[src/rtl/gpio_serial_loader.sv]
// Loads one configuration word per digital GPIO pad from the register file and
// shifts the words, highest pad first, into the daisy-chained pad control blocks.
module gpio_serial_loader #(
  parameter int NPADS    = 27,
  parameter int CFG_BITS = 13,
  parameter int CLK_DIV  = 2,
  parameter int AW       = 5
) (
  input  logic                wb_clk_i,
  input  logic                wb_rst_i,
  input  logic                xfer_start,
  output logic                busy,
  output logic                done,
  output logic [AW-1:0]       cfg_addr,
  output logic                cfg_rd,
  input  logic [CFG_BITS-1:0] cfg_rdata,
  output logic                serial_clock,
  output logic                serial_data,
  output logic                serial_load,
  output logic                serial_resetn
);

  // state   | meaning
  // IDLE    | waiting for xfer_start
  // FETCH   | read strobe for pad p
  // CAPTURE | register file word lands in the shift register
  // SHIFT   | clock the word out, MSB first
  // LOAD    | latch strobe, then hold time
  typedef enum logic [2:0] {IDLE, FETCH, CAPTURE, SHIFT, LOAD} state_t;

  localparam int PW = (NPADS > 1) ? $clog2(NPADS) : 1;
  localparam int BW = (CFG_BITS > 1) ? $clog2(CFG_BITS) : 1;
  localparam int CW = $clog2(2 * CLK_DIV);

  localparam logic [PW-1:0] P_LAST = PW'(NPADS - 1);
  localparam logic [BW-1:0] B_LAST = BW'(CFG_BITS - 1);
  localparam logic [CW-1:0] C_HALF = CW'(CLK_DIV);
  localparam logic [CW-1:0] C_LAST = CW'(2 * CLK_DIV - 1);

  state_t              state, state_n;
  logic [PW-1:0]       p, p_n;
  logic [BW-1:0]       b, b_n;
  logic [CW-1:0]       c, c_n;
  logic [CFG_BITS-1:0] sr, sr_n;

  always_comb begin
    state_n = state;
    p_n     = p;
    b_n     = b;
    c_n     = c;
    sr_n    = sr;
    unique case (state)
      IDLE: begin
        if (xfer_start) begin
          state_n = FETCH;
          p_n     = P_LAST;
          c_n     = '0;
        end
      end
      FETCH: state_n = CAPTURE;
      CAPTURE: begin
        sr_n    = cfg_rdata;
        b_n     = B_LAST;
        c_n     = '0;
        state_n = SHIFT;
      end
      SHIFT: begin
        if (c == C_LAST) begin
          c_n  = '0;
          sr_n = sr << 1;
          if (b != '0) begin
            b_n = b - 1'b1;
          end else if (p != '0) begin
            p_n     = p - 1'b1;
            state_n = FETCH;
          end else begin
            state_n = LOAD;
          end
        end else begin
          c_n = c + 1'b1;
        end
      end
      LOAD: begin
        if (c == C_LAST) begin
          c_n = '0;
          // done shares this cycle with busy, so a start here chains seamlessly
          if (xfer_start) begin
            state_n = FETCH;
            p_n     = P_LAST;
          end else begin
            state_n = IDLE;
          end
        end else begin
          c_n = c + 1'b1;
        end
      end
      default: state_n = IDLE;
    endcase
  end

  // Outputs are registered from next-state values so the chain sees glitch-free lines.
  always_ff @(posedge wb_clk_i) begin
    if (wb_rst_i) begin
      state         <= IDLE;
      p             <= '0;
      b             <= '0;
      c             <= '0;
      sr            <= '0;
      busy          <= 1'b0;
      done          <= 1'b0;
      cfg_rd        <= 1'b0;
      serial_clock  <= 1'b0;
      serial_data   <= 1'b0;
      serial_load   <= 1'b0;
      serial_resetn <= 1'b0;
    end else begin
      state         <= state_n;
      p             <= p_n;
      b             <= b_n;
      c             <= c_n;
      sr            <= sr_n;
      busy          <= (state_n != IDLE);
      done          <= (state_n == LOAD) && (c_n == C_LAST);
      cfg_rd        <= (state_n == FETCH);
      serial_clock  <= (state_n == SHIFT) && (c_n >= C_HALF);
      serial_data   <= (state_n == SHIFT) && sr_n[CFG_BITS-1];
      serial_load   <= (state_n == LOAD) && (c_n < C_HALF);
      serial_resetn <= 1'b1;
    end
  end

  assign cfg_addr = AW'(p);

endmodule
[config.mk]
export PLATFORM = sky130hd
export DESIGN_NAME = gpio_serial_loader
export DESIGN_NICKNAME = d
export VERILOG_FILES = /design/src/rtl/gpio_serial_loader.sv
export SDC_FILE = /design/constraint.sdc
export NUM_CORES = 1
export LEC_CHECK = 0
export BUFFER_PORTS_ARGS = -buffer_cell sky130_fd_sc_hd__buf_4
export CORE_MARGIN = 1
export CORE_UTILIZATION = 39
export CTS_CLUSTER_DIAMETER = 200
export DETAILED_ROUTE_END_ITERATION = 10
export PLACE_DENSITY = 0.56
export SYNTH_ARGS = -nofsm -noshare
export SYNTH_HDL_FRONTEND = slang
export SYNTH_SLANG_ARGS = --single-unit
[constraint.sdc]
create_clock -name wb_clk_i -period 2.36 [get_ports wb_clk_i]
set_clock_uncertainty 0.2 [all_clocks]
set_input_delay 0.118 -clock wb_clk_i [delete_from_list [all_inputs] [get_ports wb_clk_i]]
set_output_delay 0.118 -clock wb_clk_i [all_outputs]
set_load 0.05 [all_outputs]
==> summary.md, run 1 <==
| Metric | Value |
|---|---|
| Vias in the first global route | ~1.5k |
| Period utilization | 0.935 |
| Max Cap Viol | 0 |
| Xor/xnor share of the synthesized area | 0.00537 |
| Final setup violation count | 0 |
| RSZ-0062 raised after global routing | false |
| Syn Area/Cell | 8.49 um^2 |
| Post-Synthesis Cells | 192 |
| Final WL | 4050 um |
| Largest area contributor in the netlist | dfxtp_1 |
| Count leader, synth | dfxtp_1 |
| Largest family of logic cells by synthesized area | simple AND/OR/NAND/NOR gates |
| Die H | 66.7 um |
| Initial antenna violation count | 0 |
| Clk pin slew, worst setup/hold paths | 0.06 ns |
| IR drop worst, VDD | 0.000330 V |
| HPWL Detailed | 2660 um |
| Synthesis-stage register bit count | 34 |
| Status | completed |
| Effective utilization at floorplan | 0.408 |
| CTS Buf Count | 5 |
| Initial DRT Pass Iterations | 4 |
| Die Area | 0.00444 mm^2 |
| Wire per inst | 14.5 um |
| Fill count | 387 |
| Synth Area in Compound Gates | 0.229 |
| Worst-Skew Late Latency | 0.29 ns |
| Measured slew at the worst slew-check pin | 0.591 ns |
| Worst min-delay path class | input pin to flip-flop |
| Final hold violation count | 0 |
| Mapped Area | about 0.0016 mm^2 |
| Dpl cell area | 0.00186 mm^2 |
| Largest net degree at the start of global routing | 22 |
| Largest cells by area after synthesis | dfxtp_1 (42%), o21ai_0 (9.8%), or3_1 (6.1%) |
| DR iter-0 viols | 88 |
| PD cells | 674 mW/mm^2 |
| Power Total | 0.00141 W |
| Cell leakage power | a little over 0.8 nW |
| FP Rows | 23 |
| GRT Total Usage | 0.209 |
| Clock Root Buffer | clkbuf_8 |
| I/O Pins | 28 |
| Simple-gate share of the synthesized area | 0.261 |
| Setup TNS | 0 ns |
| Max-slew headroom | 0.602 |
| Register area share after synthesis | 0.417 |
| Fin util | 0.522 |
| GP Congestion | 0.769 |
| Post-synthesis mux area share | 0 |
| Antenna-violating nets left | 0 |
| First-pass GRT wire length | 6920 um |
| Layout cell share with drive strength beyond 1 | 0.196 |
| Final Cell Area | 0.00209 mm^2 |
| TritonCTS clock tree | yes |
| CP max stage cell | dlygate4sd3_1 |
| Min Tclk post-route | 2.21 ns |
| Synth Warn # | 0 |
| Cell variety after synth | 45 |
| Clock tree sinks | 34 |
| Core area | 0.00400 mm^2 |
| Crit path max fanout | 16 |
| Crit path arrival time | roughly 2.2 ns |
| Area share of the largest cell type after synthesis | 0.417 |
| Antenna fix cells | 0 |
| CP startpoint kind | flip-flop |
| Mapped Nets | around 210 |
| Synth Area in Adders | 0.0307 |
| Async S/R FF share, synth | 0 |
| Layout area overhead | 28.1% |
| Worst Path Required | 2.33 ns |
| Total gr overflow | 0 |
| Buffers on Ports | 27 |
| Final Max Slew Viols | 0 |
| Htree depth | 2 |
| CTS Buffer Depth | 2 |
| Cells along the critical path | buf_4 > inv_1 > o21ai_1 > a32oi_1 > nor2_1 > dlygate4sd3_1 |
| Final nets | around 250 |
| CP Class | flip-flop to flip-flop |
| # DRC | 0 |
| Synth Flop Type | dfxtp_1 |
| Nature of the critical path endpoint | flip-flop |
| Max stage delay on crit path | 0.56 ns |
| Commonest cells in the netlist | dfxtp_1 (34), o21ai_0 (32), a21oi_1 (17) |
| Vias per cell | around 5.4 |
| Maximum operating frequency | around 450 MHz |
| Critical path's top delay family | buffers and inverters |
| Via count | 1517 |
| EDFF count, synth | 0 |
| Crit path buffers/inverters | 3 |
| Die width | 66.7 um |
worst paths after layout:
kind                       startpoint                  end  slack, ns  cells after the start
setup reg to reg  state[0]$_SDFF_PP0_   sr[0]$_SDFFE_PP0P_       0.15                      6
hold / removal             xfer_start  state[0]$_SDFF_PP0_       0.05                      3
setup / recovery  state[0]$_SDFF_PP0_   sr[0]$_SDFFE_PP0P_       0.15                      6
hold reg to reg     sr[12]$_SDFF_PP0_    sr[12]$_SDFF_PP0_       0.29                      2
final cells by class:
type / instances / area, um^2 / area share
clock buffers: 7 / 86.3 / 0.0413
clock inverters: 1 / 5.00 / 0.00240
inverters: 8 / 30.0 / 0.0144
multi-input cells: 136 / 857 / 0.410
flip-flops and latches: 34 / 682 / 0.327
well taps: 50 / 62.6 / 0.0300
repair buffers: 44 / 365 / 0.175
registers in the layout, indices dropped and copies added, names as in the netlist:
name,flops
serial_clock,1
state,3
done,1
b,4
serial_load,1
sr,13
busy,1
cfg_rd,1
serial_data,1
c,2
cfg_addr,5
serial_resetn,1
placed cells by master (no fill, tap or decap), types with 5 or more instances in the layout:
| cell type | count |
|---|---|
| o21ai_0 | 31 |
| nand2_1 | 7 |
| inv_1 | 8 |
| clkbuf_8 | 6 |
| or3_1 | 16 |
| a31oi_1 | 5 |
| dfxtp_1 | 33 |
| nor2_1 | 7 |
| a21oi_1 | 17 |
| nor2b_1 | 6 |
| dlygate4sd3_1 | 14 |
| buf_4 | 30 |
report_power, final:
group	internal, W	switching (W)	leakage [nW]	total, W
sequential	0.000622	0.0000408	0.279	0.000662
clock	0.000235	0.000207	0.0482	0.000442
combinational	0.000118	0.000183	0.491	0.000302
through the flow:
step                hold WS (ns)  std cells  setup WS (ns)
floorplan                 0.0899        192          0.229
global placement           0.191        258          0.389
detailed placement         0.199        258          0.301
CTS                       0.0506        280         0.0209
global route              0.0851        280         0.0211
finish                    0.0463        280          0.154
worst min-delay path, cell delays in order:
cell and delay [ns]:
buf_4 0.12, nand3_2 0.15, a31oi_1 0.10
logic make-up after synthesis:
family / Yosys count
AND/OR/NAND/NOR: 66
AO/OA/AOI/OAI: 65
flip-flops: 34
buffers and inverters: 22
adder cells (fa/ha/maj): 4
XOR/XNOR: 1
layer usage:
| layer | part of all wire | track usage | up-vias |
|---|---|---|---|
| li1 | - | - | 774 |
| met4 | 0.014 | 0.0771 | 0 |
| met2 | 0.48 | 0.338 | 25 |
| met1 | 0.48 | 0.265 | 711 |
| met5 | 0 | 0 | - |
| met3 | 0.027 | 0.0514 | 7 |
timing repair:
action,4_1_cts,5_1_grt
hold buffers,14,0
gates resized for setup,0,2
setup buffers,0,0
hold endpoints to repair,24,0
setup endpoints to repair,0,1
No activity file was read; power rests on OpenSTA's default activity.
==> run 2, diff against run 1 <==
==> constraint.sdc (replaced) <==
create_clock -name wb_clk_i -period 2.05 [get_ports wb_clk_i]
set_clock_uncertainty 0.2 [all_clocks]
set_input_delay 0.1025 -clock wb_clk_i [delete_from_list [all_inputs] [get_ports wb_clk_i]]
set_output_delay 0.1025 -clock wb_clk_i [all_outputs]
set_load 0.05 [all_outputs]
==> run 2 against run 1 <==
Against the previous run: worst setup slack worse by 0.081 ns; total power increased by 20%; flip-flop and latch count unchanged; design area up 1.6%; via count is 1.6% higher; die area stayed put; clock power grew 31%; combinational power rose by 15%; clock-buffer cell count is 1 higher; sequential share of layout area shrank 0.44 points; first-iteration DRC count down 30%; final cell count increased by 0.71%; critical endpoint is now cfg_addr[1]$_SDFFE_PP0P_.
==> summary.md, run 2 (same netlist as run 1, synthesis figures left out) <==
| Metric | Value |
|---|---|
| Worst-Skew Late Latency | 0.29 ns |
| Wl on met1 | 1850 um |
| Vias in the first global route | 1460 |
| Initial DRT Pass Iterations | 4 |
| I/O Pins | 28 |
| Internal power | 0.00119 W |
| Inst Count DP | 260 |
| Clock Root Buffer | clkbuf_8 |
| Met3 WL post-DR | 139 um |
| Worst min-delay path class | input pin to flip-flop |
| Leading cell types in the layout, fill and taps excluded | buf_4 (33), o21ai_0 (32), dfxtp_1 (32) |
| Final nets | 251 |
| CP startpoint kind | flip-flop |
| Antenna fix cells | 0 |
| Commonest non-fill, non-tap cell in the layout | buf_4 |
| GRT Total Usage | 0.198 |
| Cell leakage power | around 0.84 nW |
| RSZ-0062 raised after global routing | false |
| Final setup violation count | 0 |
| Total gr overflow | 0 |
| Switching pwr | ~0.0005 W |
| Final Max Slew Viols | 0 |
| Nature of the critical path endpoint | flip-flop |
| Crit path buffers/inverters | 1 |
| FP Rows | 23 |
| Sequential Power Share | 0.452 |
| Status | completed |
| Effective utilization at floorplan | 0.408 |
| Period utilization | 0.964 |
| Wire per inst | between 10 and 15 um |
| Register with the most flip-flops | sr |
| PD cells | 794 mW/mm^2 |
| CP max stage cell | or4b_1 |
| Cells along the critical path | inv_1 > ha_1 > or4b_1 > nand3_4 > a21oi_1 > a311oi_2 |
| Crit path max fanout | 7 |
| Htree depth | 2 |
| Fill count | 389 |
| Initial antenna violation count | 0 |
| Top layer in use | met4 |
| IR drop worst, VDD | 0.000388 V |
| Buffers on Ports | 27 |
| Clock tree sinks | 34 |
| Comb power frac | 0.205 |
| First-pass GRT wire length | roughly 6500 um |
| Via count | 1542 |
| Non-filler cells, final | 282 |
| CP Class | flip-flop to flip-flop |
| Max Cap Viol | 0 |
| Maximum operating frequency | 506 MHz |
| Hold slack | 0.0348 ns |
| Switching Share | 0.291 |
| CTS Buf Count | 5 |
| Largest net degree at the start of global routing | 22 |
| CTS Buffer Depth | 2 |
| HPWL Detailed | roughly 2600 um |
| Min Tclk post-route | ~2.0 ns |
| Critical path's top delay family | simple AND/OR/NAND/NOR gates |
| Setup TNS | 0 ns |
| Antenna-violating nets left | 0 |
| Power Total | between 0.0015 and 0.002 W |
| Worst Path Required | 2.05 ns |
| Die Area | 0.00444 mm^2 |
| Final hold violation count | 0 |
| TritonCTS clock tree | yes |
| Measured slew at the worst slew-check pin | 0.408 ns |
| Largest register FFs | 13 |
| Die width | 66.7 um |
| Die H | 66.7 um |
| Vias per cell | 5.47 |
| Layout area overhead | 30.1% |
| Max stage delay on crit path | 0.60 ns |
| # DRC | 0 |
| # resized after CTS | 0 |
| Clk pin slew, worst setup/hold paths | 0.07 ns |
| Layout cell share with drive strength beyond 1 | 0.216 |
| Clock power share | 0.342 |
| DR iter-0 viols | 62 |
| Core area | 0.00400 mm^2 |
| Max-slew headroom | 0.725 |
| GP Congestion | 0.837 |
| Final WL | 3810 um |
| Crit path arrival time | slightly below 2 ns |
| Routed wl met2 | ~1800 um |
run 2: stage by stage:
stage / area (um^2) / utilization / worst slack, ns
2_1_floorplan: 1630 / - / 0.116
3_3_place_gp: 1870 / 0.468 / 0.149
3_5_place_dp: 1870 / 0.468 / 0.0985
4_1_cts: 2110 / 0.528 / 0.0622
5_1_grt: 2120 / 0.530 / 0.00553
6_report: 2120 / 0.530 / 0.0734
run 2: final timing paths:
check,cells past startpoint,end,start,slack [ns]
setup / recovery,6,cfg_addr[1]$_SDFFE_PP0P_,cfg_addr[1]$_SDFFE_PP0P_,0.07
setup reg to reg,6,cfg_addr[1]$_SDFFE_PP0P_,cfg_addr[1]$_SDFFE_PP0P_,0.07
hold / removal,3,cfg_addr[3]$_SDFFE_PP0P_,xfer_start,0.03
hold reg to reg,2,cfg_addr[0]$_SDFFE_PP0P_,cfg_addr[0]$_SDFFE_PP0P_,0.29
run 2: layout make-up:
class / instances / area, um^2 / area share
Multi-Input combinational cell: 136 / 857 / 0.404
Sequential cell: 34 / 683 / 0.322
Timing Repair Buffer: 46 / 378 / 0.178
Clock buffer: 8 / 110 / 0.0519
Tap cell: 50 / 62.6 / 0.0295
Inverter: 8 / 30.0 / 0.0142
run 2: routing by layer:
layer / up-vias / track usage
li1: 778 / -
met1: 722 / 0.250
met2: 34 / 0.309
met3: 8 / 0.0582
met4: 0 / 0.0851
met5: - / 0
run 2: worst register-to-register path: cells and delay by family, from the launching register on:
family | cells | cell delay (ns)
buf+inv | 1 | 0.10
compound gates | 2 | 0.33
fa+ha+maj | 1 | 0.15
simple gates | 2 | 0.77
flops | 1 | 0.33
run 2: power by group through the flow:
stage | combinational [W] | sequential [W] | clock, W
3_5_place_dp | 0.000320 | 0.000776 | 0
5_1_grt | 0.000382 | 0.000770 | 0.000624
4_1_cts | 0.000341 | 0.000762 | 0.000593
3_3_place_gp | 0.000316 | 0.000773 | 0
6_report | 0.000346 | 0.000762 | 0.000577
2_1_floorplan | 0.000194 | 0.000807 | 0
run 2: timing repair:
action,CTS,global route
hold buffers,13,0
setup endpoints to repair,0,1
endpoints found under the hold margin,28,0
buffers inserted,0,1
==> run 3, diff against run 2 <==
--- a/config.mk
+++ b/config.mk
@@ -10,6 +10,7 @@
 export CORE_UTILIZATION = 39
 export CTS_CLUSTER_DIAMETER = 200
 export DETAILED_ROUTE_END_ITERATION = 10
+export HOLD_SLACK_MARGIN = 0.1
 export PLACE_DENSITY = 0.56
 export SYNTH_ARGS = -nofsm -noshare
 export SYNTH_HDL_FRONTEND = slang
==> run 3 against run 2 <==
Against the previous run: final cell count rose by 0.71%; flip-flop and latch count unchanged; register-to-register slack about the same; first-iteration DRC count fell by 1.6%; largest power group unchanged.
==> summary.md, run 3 (same netlist as run 1, synthesis figures left out) <==
| Metric | Value |
|---|---|
| Status | completed |
| Clock power share | 0.342 |
| Leading cell types in the layout, fill and taps excluded | buf_4 (33), o21ai_0 (32), dfxtp_1 (32) |
| Layout cell share with drive strength beyond 1 | 0.214 |
| Min Tclk post-route | 1.98 ns |
| Final WL | approximately 3800 um |
| First-pass GRT wire length | approximately 6500 um |
| Crit path arrival time | 1.97 ns |
| Die H | 66.7 um |
| Setup TNS | 0 ns |
| Largest net degree at the start of global routing | 22 |
| FP Rows | 23 |
| Layout area overhead | 31.3% |
| CP Class | flip-flop to flip-flop |
| Crit path buffers/inverters | 1 |
| Internal power | between 0.001 and 0.0015 W |
| FF-to-FF setup slack | 0.07 ns |
| Max-slew headroom | 0.719 |
| Inst Count DP | 260 |
| TritonCTS clock tree | yes |
| Final nets | 253 |
| HPWL Detailed | 2570 um |
| Wire per inst | between 10 and 15 um |
| Nature of the critical path endpoint | flip-flop |
| Sequential Power Share | 0.451 |
| CTS Buffer Depth | 2 |
| Switching Share | 0.291 |
| Final setup violation count | 0 |
| Max Cap Viol | 0 |
| Stages on worst setup path | 6 |
| Clock Root Buffer | clkbuf_8 |
| Vias per cell | 5.45 |
| Crit path max fanout | 7 |
| Initial DRT Pass Iterations | 4 |
| Vias in the first global route | roughly 1.5k |
| GP Congestion | 0.837 |
| Effective utilization at floorplan | 0.408 |
| PD cells | slightly below 800 mW/mm^2 |
| CP endpoint | cfg_addr[1]$_SDFFE_PP0P_ |
| DR iter-0 viols | between 60 and 70 |
| CP startpoint kind | flip-flop |
| Comb power frac | 0.207 |
| Final hold violation count | 0 |
| CP max stage cell | or4b_1 |
| Worst min-delay path class | flip-flop to flip-flop |
| Worst r2r src | cfg_addr[1]$_SDFFE_PP0P_ |
| End of the worst register-to-register path | cfg_addr[1]$_SDFFE_PP0P_ |
| DP Worst Slack | 0.0985 ns |
| GRT Total Usage | 0.198 |
| Worst Setup SP | cfg_addr[1]$_SDFFE_PP0P_ |
| Antenna fix cells | 0 |
| Period utilization | 0.966 |
| Via count | 1549 |
| Measured slew at the worst slew-check pin | 0.417 ns |
| Die width | 66.7 um |
| # DRC | 0 |
| # resized after CTS | 0 |
| Antenna-violating nets left | 0 |
| Final Max Slew Viols | 0 |
| Max stage delay on crit path | about 0.61 ns |
| Commonest non-fill, non-tap cell in the layout | buf_4 |
| Core area | roughly 0.004 mm^2 |
| Clock tree sinks | 34 |
| CTS Buf Count | 5 |
| Initial antenna violation count | 0 |
| I/O Pins | 28 |
| RSZ-0062 raised after global routing | false |
| Slack of the critical path | 0.0700 ns |
| Htree depth | 2 |
| Cell leakage power | 0.844 nW |
| Largest register FFs | 13 |
| Die Area | around 0.0044 mm^2 |
| Switching pwr | approximately 0.0005 W |
| Critical path's top delay family | simple AND/OR/NAND/NOR gates |
| Non-filler cells, final | 284 |
| Total gr overflow | 0 |
| Worst Path Required | 2.04 ns |
| IR drop worst, VDD | about 0.00039 V |
| Maximum operating frequency | 505 MHz |
| Worst-Skew Late Latency | 0.28 ns |
| Worst reg2reg path depth | 6 |
| Cells along the critical path | inv_1 > ha_1 > or4b_1 > nand3_4 > a21oi_1 > a311oi_2 |
| Clk pin slew, worst setup/hold paths | approximately 0.07 ns |
| Buffers on Ports | 27 |
| Register with the most flip-flops | sr |
-- run 3: repair_timing --
item | in CTS | in global routing
hold endpoints to repair | 30 | 0
hold buffers | 15 | 0
setup buffers | 0 | 1
setup endpoints to repair | 0 | 1
-- run 3: cell type report --
class                   instances  area, um^2
clock buffers                   8         110
repair buffers                 48         398
well taps                      50        62.6
flip-flops and latches         34         683
multi-input cells             136         857
fillers                       388        1860
inverters                       8        30.0
-- run 3: layer usage --
| metal | track usage | routed length [um] | up-vias |
|---|---|---|---|
| met1 | 0.251 | 1860 | 724 |
| li1 | - | - | 778 |
| met5 | 0 | 0 | - |
| met3 | 0.0582 | 151 | 8 |
| met2 | 0.309 | 1760 | 39 |
| met4 | 0.0851 | 67 | 0 |
-- run 3: worst min-delay path by stage --
stage	start	to	slack (ns)	depth (start not counted)
after floorplan	cfg_rdata[0]	sr[0]$_SDFFE_PP0P_	0.07	2
after global routing	sr[12]$_SDFF_PP0_	sr[12]$_SDFF_PP0_	0.32	2
after CTS	cfg_addr[0]$_SDFFE_PP0P_	cfg_addr[0]$_SDFFE_PP0P_	0.29	2
after global placement	cfg_rdata[0]	sr[0]$_SDFFE_PP0P_	0.17	3
after detailed placement	cfg_rdata[10]	sr[10]$_SDFFE_PP0P_	0.20	3
final	cfg_addr[0]$_SDFFE_PP0P_	cfg_addr[0]$_SDFFE_PP0P_	0.29	2
-- run 3: power by group through the flow --
stage,clock (W),combinational [W],sequential (W)
floorplan,0,0.000194,0.000807
global placement,0,0.000316,0.000773
detailed placement,0,0.000320,0.000776
CTS,0.000593,0.000344,0.000762
global route,0.000624,0.000385,0.000770
finish,0.000577,0.000349,0.000762
-- run 3: tightest hold or removal path, stage by stage (launching register included) --
cell and delay, ns:
dfxtp_2 0.33, nand3_1 0.06, a21oi_1 0.06
-- run 3: metrics by stage --
step	cell area (um^2)	utilization	total power, W	hold slack (ns)
2_1_floorplan	1630	-	0.00100	0.0744
3_3_place_gp	1870	0.468	0.00109	0.168
3_5_place_dp	1870	0.468	0.00110	0.197
4_1_cts	2130	0.533	0.00170	0.289
5_1_grt	2140	0.535	0.00178	0.324
6_report	2140	0.535	0.00169	0.286
